[config.mk]
export PLATFORM = sky130hd
export DESIGN_NAME = alarm_time_editor
export DESIGN_NICKNAME = d
export VERILOG_FILES = /design/src/rtl/alarm_time_editor.sv
export SDC_FILE = /design/constraint.sdc
export NUM_CORES = 1
export LEC_CHECK = 0
export ABC_AREA = 1
export CORE_MARGIN = 2
export CORE_UTILIZATION = 55
export CTS_BUF_LIST = sky130_fd_sc_hd__clkbuf_4
export DETAILED_ROUTE_END_ITERATION = 16
export PLACE_DENSITY = 0.81
export SLEW_MARGIN = 10
export SYNTH_ARGS = -nofsm -noshare
export SYNTH_HDL_FRONTEND = slang
export SYNTH_SLANG_ARGS = --single-unit
[constraint.sdc]
create_clock -name clk -period 3.94 [get_ports clk]
set_input_delay 0.788 -clock clk [delete_from_list [all_inputs] [get_ports clk]]
set_output_delay 0.788 -clock clk [all_outputs]
set_load 0.1 [all_outputs]
[src/rtl/alarm_time_editor.sv]
// alarm_time_editor: debounced three-button editor for the BCD current-time preset and BCD alarm time.
module alarm_time_editor #(
    parameter int DEBOUNCE_CYCLES = 1_000_000
) (
    input  logic       clk,
    input  logic       rst,
    input  logic       btn_mode,
    input  logic       btn_next,
    input  logic       btn_inc,
    output logic [3:0] hourdec_set,
    output logic [3:0] hourone_set,
    output logic [3:0] mindec_set,
    output logic [3:0] minone_set,
    output logic       time_load,
    output logic [3:0] hourdec_bud,
    output logic [3:0] hourone_bud,
    output logic [3:0] mindec_bud,
    output logic [3:0] minone_bud,
    output logic [1:0] mode,
    output logic [1:0] digit_sel
);
    localparam int CW = DEBOUNCE_CYCLES > 1 ? $clog2(DEBOUNCE_CYCLES) : 1;
    localparam logic [CW-1:0] CNT_MAX = CW'(DEBOUNCE_CYCLES - 1);

    typedef enum logic [1:0] {IDLE = 2'd0, EDIT_TIME = 2'd1, EDIT_ALARM = 2'd2} state_t;

    // Button bit order: 0 = mode, 1 = next, 2 = inc
    logic [2:0] raw, s1_q, s2_q, acc_q, acc_d, dly_q, p_q, p_d;
    logic [CW-1:0] cnt_q [3];
    logic [CW-1:0] cnt_d [3];
    logic p_mode, p_next, p_inc;

    assign raw = {btn_inc, btn_next, btn_mode};
    assign p_mode = p_q[0];
    assign p_next = p_q[1];
    assign p_inc = p_q[2];

    always_comb begin
        acc_d = acc_q;
        for (int i = 0; i < 3; i++) begin
            cnt_d[i] = '0;
            if (s2_q[i] != acc_q[i]) begin
                if (cnt_q[i] == CNT_MAX) acc_d[i] = s2_q[i];
                else cnt_d[i] = cnt_q[i] + 1'b1;
            end
        end
        p_d = acc_q & ~dly_q;
    end

    always_ff @(posedge clk or posedge rst) begin
        if (rst) begin
            s1_q <= '0;
            s2_q <= '0;
            acc_q <= '0;
            dly_q <= '0;
            p_q <= '0;
            for (int i = 0; i < 3; i++) cnt_q[i] <= '0;
        end else begin
            s1_q <= raw;
            s2_q <= s1_q;
            acc_q <= acc_d;
            dly_q <= acc_q;
            p_q <= p_d;
            for (int i = 0; i < 3; i++) cnt_q[i] <= cnt_d[i];
        end
    end

    // Digit index order: 0 = hourdec, 1 = hourone, 2 = mindec, 3 = minone
    state_t state_q, state_d;
    logic [1:0] sel_q, sel_d;
    logic tl_q, tl_d;
    logic [3:0][3:0] set_q, set_d, bud_q, bud_d, cur, nxt;
    logic [3:0] hd_n;

    always_comb begin
        cur = (state_q == EDIT_ALARM) ? bud_q : set_q;
        nxt = cur;
        hd_n = (cur[0] >= 4'd2) ? 4'd0 : cur[0] + 4'd1;
        if (sel_q == 2'd0) begin
            nxt[0] = hd_n;
            nxt[1] = (hd_n == 4'd2 && cur[1] > 4'd3) ? 4'd3 : cur[1];
        end else if (sel_q == 2'd1) begin
            nxt[1] = (cur[1] >= (cur[0] == 4'd2 ? 4'd3 : 4'd9)) ? 4'd0 : cur[1] + 4'd1;
        end else if (sel_q == 2'd2) begin
            nxt[2] = (cur[2] >= 4'd5) ? 4'd0 : cur[2] + 4'd1;
        end else begin
            nxt[3] = (cur[3] >= 4'd9) ? 4'd0 : cur[3] + 4'd1;
        end
        state_d = state_q;
        sel_d = sel_q;
        tl_d = 1'b0;
        set_d = set_q;
        bud_d = bud_q;
        if (p_mode) begin
            state_d = state_q == IDLE ? EDIT_TIME : state_q == EDIT_TIME ? EDIT_ALARM : IDLE;
            sel_d = (state_q == EDIT_ALARM) ? sel_q : 2'd0;
            tl_d = state_q == EDIT_TIME;
        end else if (p_next) begin
            sel_d = (state_q == IDLE) ? sel_q : sel_q + 2'd1;
        end else if (p_inc) begin
            set_d = (state_q == EDIT_TIME) ? nxt : set_q;
            bud_d = (state_q == EDIT_ALARM) ? nxt : bud_q;
        end
    end

    always_ff @(posedge clk or posedge rst) begin
        if (rst) begin
            state_q <= IDLE;
            sel_q <= '0;
            tl_q <= 1'b0;
            set_q <= '0;
            bud_q <= '0;
        end else begin
            state_q <= state_d;
            sel_q <= sel_d;
            tl_q <= tl_d;
            set_q <= set_d;
            bud_q <= bud_d;
        end
    end

    assign mode = state_q;
    assign digit_sel = sel_q;
    assign time_load = tl_q;
    assign {minone_set, mindec_set, hourone_set, hourdec_set} = set_q;
    assign {minone_bud, mindec_bud, hourone_bud, hourdec_bud} = bud_q;
endmodule
* Yosys cells after proc, flatten, opt, wreduce, memory -nomap -nowiden *
Cells that the tools add are included.
Widths: inputs -> output; s select.

operators by class
  add/sub/neg operators = 8
  magnitude comparators = 5
  eq/ne operators = 14
  multiplexer cells = 27
  bitwise operators = 4
  reduce and logical (&&, ||, !) cells = 10

operators by type and width
  operator               number
  $mux 20                6
  $add 20x1->20 const B  3
  $eq 20x20->1 const B   3
  $mux 4                 11
  $add 4x1->4 const B    4
  $mux 16                1
  $mux 8                 2
  $mux 2                 6
  $eq 4x2->1 const B     2
  $reduce_and 4->1       2
  $reduce_and 2->1       3
  $eq 2x1->1 const B     2
  $eq 2x2->1 const B     2
  $ge 4x2->1 const B     1
  $ge 4x3->1 const B     1
  $ge 4x4->1             1
  $ge 4x4->1 const B     1
  $gt 4x2->1 const B     1
  $logic_not 2->1        2
  $ne 2x2->1 const B     2
  $and 3x3->3            1
  $ne 1x1->1             3
  $not 3->3              1
  $reduce_and 3->1       1
  other kinds (5)        6

word-level totals
  register bits = 112
  input port bits = 5
  output and inout bits = 37
  logic and storage cells = 89

* Depth between registers and ports, before layout *
  word-level depth = 8
  depth in mapped cells = 19
  depth with buffers taken out = 18

* Worst setup path after synthesis *
No wires, ideal clock.

  path type = reg2reg
  start point = register state_q[1] (netlist: mode[1])
  end point = register bud_q, in the netlist hourone_bud[0]
  library setup time = 0.120 ns
  arrival time = 2.729 ns
  required time = 3.820 ns
  slack = 1.092 ns
  cell stages (with the launch flop) = 20
  path buffers = 1
  clock period less this slack = 2.848 ns
  path through = dfrtp_1 -> buf_4 -> inv_1 -> nor2_2 -> nand2_1 -> nand2_2 -> ha_1 -> inv_1 -> nor2_1 -> inv_1 -> ha_1 -> nand3_1 -> nand2_1 -> nand2_1 -> nand2_1 -> nand2_1 -> nand3_1 -> nand2_1 -> nand2_1 -> nand2_1

on the way
  word-level cells in the longest chain between the ends = 8
  elaborated cells on any way between the ends = 17
  classes of those cells = 2 x add/sub; 3 x order compare; 3 x eq/ne; 7 x mux; 2 x reduce/logical

ends and longest elaborated chain
  what                                         RTL line  text
  start, declared                              69        state_t state_q, state_d;
  start signal, assigned                       114       state_q <= state_d;
  $eq 2x2->1 *                                 76, 102
  $mux 16                                      76        cur = (state_q == EDIT_ALARM) ? bud_q : set_q;
  $eq 4x2->1 (tied with other cells)           83        nxt[1] = (cur[1] >= (cur[0] == 4'd2 ? 4'd3 : 4'd9)) ? 4'd0 : cur[1] + 4'd1;
  $mux 4 (on tied branches)                    83, 78
  $ge 4x4->1 or $eq 4x2->1 (tied branches)     83, 81
  $mux 4 or $logic_and 1x1->1 (tied branches)  83, 81
  $mux 4 (on tied branches)                    82, 81
  $mux 4                                       79        if (sel_q == 2'd0) begin
  end signal, assigned                         118       bud_q <= bud_d;
  end, declared                                72        logic [3:0][3:0] set_q, set_d, bud_q, bud_d, cur, nxt;

Mark *: on every way between the ends. The rest lies on a longest branch, timed or not.
A chain may end at the register's enable or synchronous reset.

* Worst setup path in the final report *
  start point = register state_q[1] (netlist: mode[1])
  end point = output port mode[1]

RTL lines
  what           RTL line  text
  end, declared  19        output logic [1:0] mode,

No word-level cell between the ends.

==> out/qor.txt <==
Pleak = 3.15 nW
die area = 11800 µm²
chip height = 109 µm
Arrival @ worst endpoint = 2.31 ns
critical-path maximum fanout = 9
Synth Area in Adders = 3.54%
Core Area = 10700 µm²
Detailed Routing Iterations Pass 1 = 5
synthesized-area fraction occupied by and/or/nand/nor cells = 30.0%
Required @ worst endpoint = 3.15 ns
fin crit period = 3.10 ns
Util after Layout = 62.0%
post-synthesis sequential area ratio = 46.7%
FP Rows = 38
syn nets = 781
Total Routing Usage GR = 22.9%
Mapped Cells = 759
outcome = finished, final reports clean
cells resized by post-CTS repair = 0
YS warnings = 0
max-slew violations = 0
fraction of layout cells with a size suffix above 1 = 7.19%
first-pass GRT wire length = 21600 µm
Worst setup SP type = flop
initial antenna violation count = 0
Mean Syn Cell Area = 7.91 µm²
diode count = 0
number of DRC markers in iteration 0 = 303
number of setup buffers added after CTS = 0
Worst setup EP type = output pin
Max stage delay on crit path = 1.21 ns
root buffer cell = clkbuf_4
part of the power in registers = 66.2%
VDD IR-drop max = 0.142 mV
Initial Util = 55.9%
synthesized area = 6010 µm²
Routability Congestion = 0.912
pwr dens = 265 nW/µm²
GRT Residual Overflow = 0
largest family of logic cells by synthesized area = simple AND/OR/NAND/NOR gates
CTS Sinks = 112
Final #Nets = 824
top cell family by delay on the critical path = buffers and inverters
Clk Latency, worst-skew pair = 0.47 ns
max-cap viol count = 0
most frequent cells in the layout = nand2_1 (172), dfrtp_1 (112), inv_1 (109)
clock network fraction of total power = 30.5%
compound-gate portion of the synthesized area = 6.79%
commonest non-fill, non-tap cell in the layout = nand2_1
slowest CP cell = clkdlybuf4s50_1
clk buf depth = 2
Switching Share = 25.5%
critical path class = reg -> out
Synth cell types = 36
Post-CTS Hold Buffers = 0
DR WL/cell = 13.2 µm
DRT Wirelength = 12500 µm
vias in the first global route = 4906
total CTS buffers = 9
Tightest Pin Transition = 1.05 ns
fin crit share = 78.7%
Sw Pwr = 0.000449 W
Clock Skews = 0.0177 ns
Worst slew margin = 30.1%
setup TNS = 0 ns
pin count of the biggest net entering global routing = 59
Hold/Removal Path Class = reg -> reg
multiplexer share of the synthesized area = 0.375%
Area Overhead vs Synth = 10.9%
Hold Vio Cnt, Final = 0
final total power = 0.00176 W
Final HPWL DP = 9180 µm
Chip Width = 109 µm
Ports = 42
Final setup viols = 0
crit path buf inv count = 1
port bufs = 41
synthesized flop and latch total = 112
XOR/XNOR Fraction of Synth Area = 4.08%
CTS tree = done
vias post-DR = 4993
htree depth = 3
Max Clk Rate = 323 MHz
final hold slack = 0.366 ns
P_int = 0.00131 W
crit path cell chain = clkdlybuf4s50_1
DR DRC count = 0
post-route ant nets = 0
Reg clk slew, reported paths = 0.18 ns
combinational share of power = 3.3%
Via density = 5.27
RSZ-0062 raised after global routing = no
-- per-stage QoR --
stage               cells  instance area [µm²]  setup slack [ns]
floorplan             759                 6010             0.193
global placement      931                 6540              1.40
detailed placement    931                 6540              1.33
CTS                   947                 6660             0.829
global route          947                 6660             0.751
finish                947                 6660             0.840
-- per-layer routing --
| metal | part of all wire (%) | vias up | track usage, % |
|---|---|---|---|
| met5 | 0 | - | 0 |
| met4 | 1.0 | 0 | 6.68 |
| li1 | - | 2494 | - |
| met2 | 49 | 105 | 38.4 |
| met1 | 46 | 2384 | 29.7 |
| met3 | 4.4 | 10 | 5.42 |
-- synthesized netlist by cell type --
master    instances  area, µm²
o21ai_0          32        160
xnor2_1           4       35.0
inv_4             1       6.26
o21ai_2           4       35.0
a211oi_1          1       7.51
nor2_2            8       50.1
ha_1             17        213
nor4_1            7       43.8
nor3b_1           3       22.5
clkbuf_1          1       3.75
or2_2             2       12.5
o21a_1            2       15.0
a21oi_1          23        115
buf_4             1       7.51
nand2_4           1       11.3
xor2_1           24        210
and3_1            4       25.0
nand2_1         172        646
buf_2            10       50.1
nand2_8           1       20.0
nor3_1           25        125
nand4_1          15       93.8
o21ai_1           9       45.0
buf_12            1       20.0
nand2_2           8       50.1
nand3b_1          4       30.0
a21oi_2           1       8.76
dfrtp_1         112       2800
mux2_2            2       22.5
nor3_2            8       80.1
inv_1           110        413
a22o_1            1       8.76
buf_6             1       11.3
a31oi_1           2       12.5
nor2_1           93        349
nand3_1          49        245
-- final cells by class --
cell class	count	area (µm²)
inverter	111	422
timing repair buffer	46	448
clock buffer	9	67.6
tap	140	175
sequential	112	2800
multi-input combinational	522	2690
fill	955	4080
clock inverter	7	55.1
-- path summary, 6_finish.rpt --
kind / slack, ns / from / endpoint / cells after the start
worst max register to register: 1.27 / mode[1] / hourone_set[2] / 18
min in group asynchronous: 0.76 / rst / cnt_q[3] / 2
worst max-delay path: 0.84 / mode[1] / mode[1] / 1
worst min-delay path: 0.37 / s1_q[0] / s2_q[0] / 0
worst min register to register: 0.37 / s1_q[0] / s2_q[0] / 0
max in group asynchronous: 2.38 / rst / mindec_bud[0] / 3
-- power groups by stage --
stage	logic, W	clock network [W]	registers, W
3_5_place_dp	0.0000603	0	0.00119
4_1_cts	0.0000605	0.000554	0.00117
6_report	0.0000580	0.000539	0.00117
3_3_place_gp	0.0000586	0	0.00119
2_1_floorplan	0.0000409	0	0.00119
5_1_grt	0.0000688	0.000607	0.00117
-- registers in the layout, indices dropped and copies added, names as in the netlist --
name / cells
minone_bud: 4
dly_q: 3
cnt_q: 60
hourdec_set: 4
minone_set: 4
hourone_bud: 4
acc_q: 3
hourone_set: 4
mode: 2
s2_q: 3
time_load: 1
s1_q: 3
hourdec_bud: 4
digit_sel: 2
mindec_set: 4
p_q: 3
mindec_bud: 4
-- cells by family (layout without fill, tap and decap cells) --
family                   after synthesis  in the layout
AO/OA/AOI/OAI                         75             75
XOR/XNOR                              28             28
adder cells (fa/ha/maj)               17             17
buffers and inverters                125            173
flip-flops                           112            112
multiplexers                           2              2
AND/OR/NAND/NOR                      400            400
(Power assumes the default switching activity.)
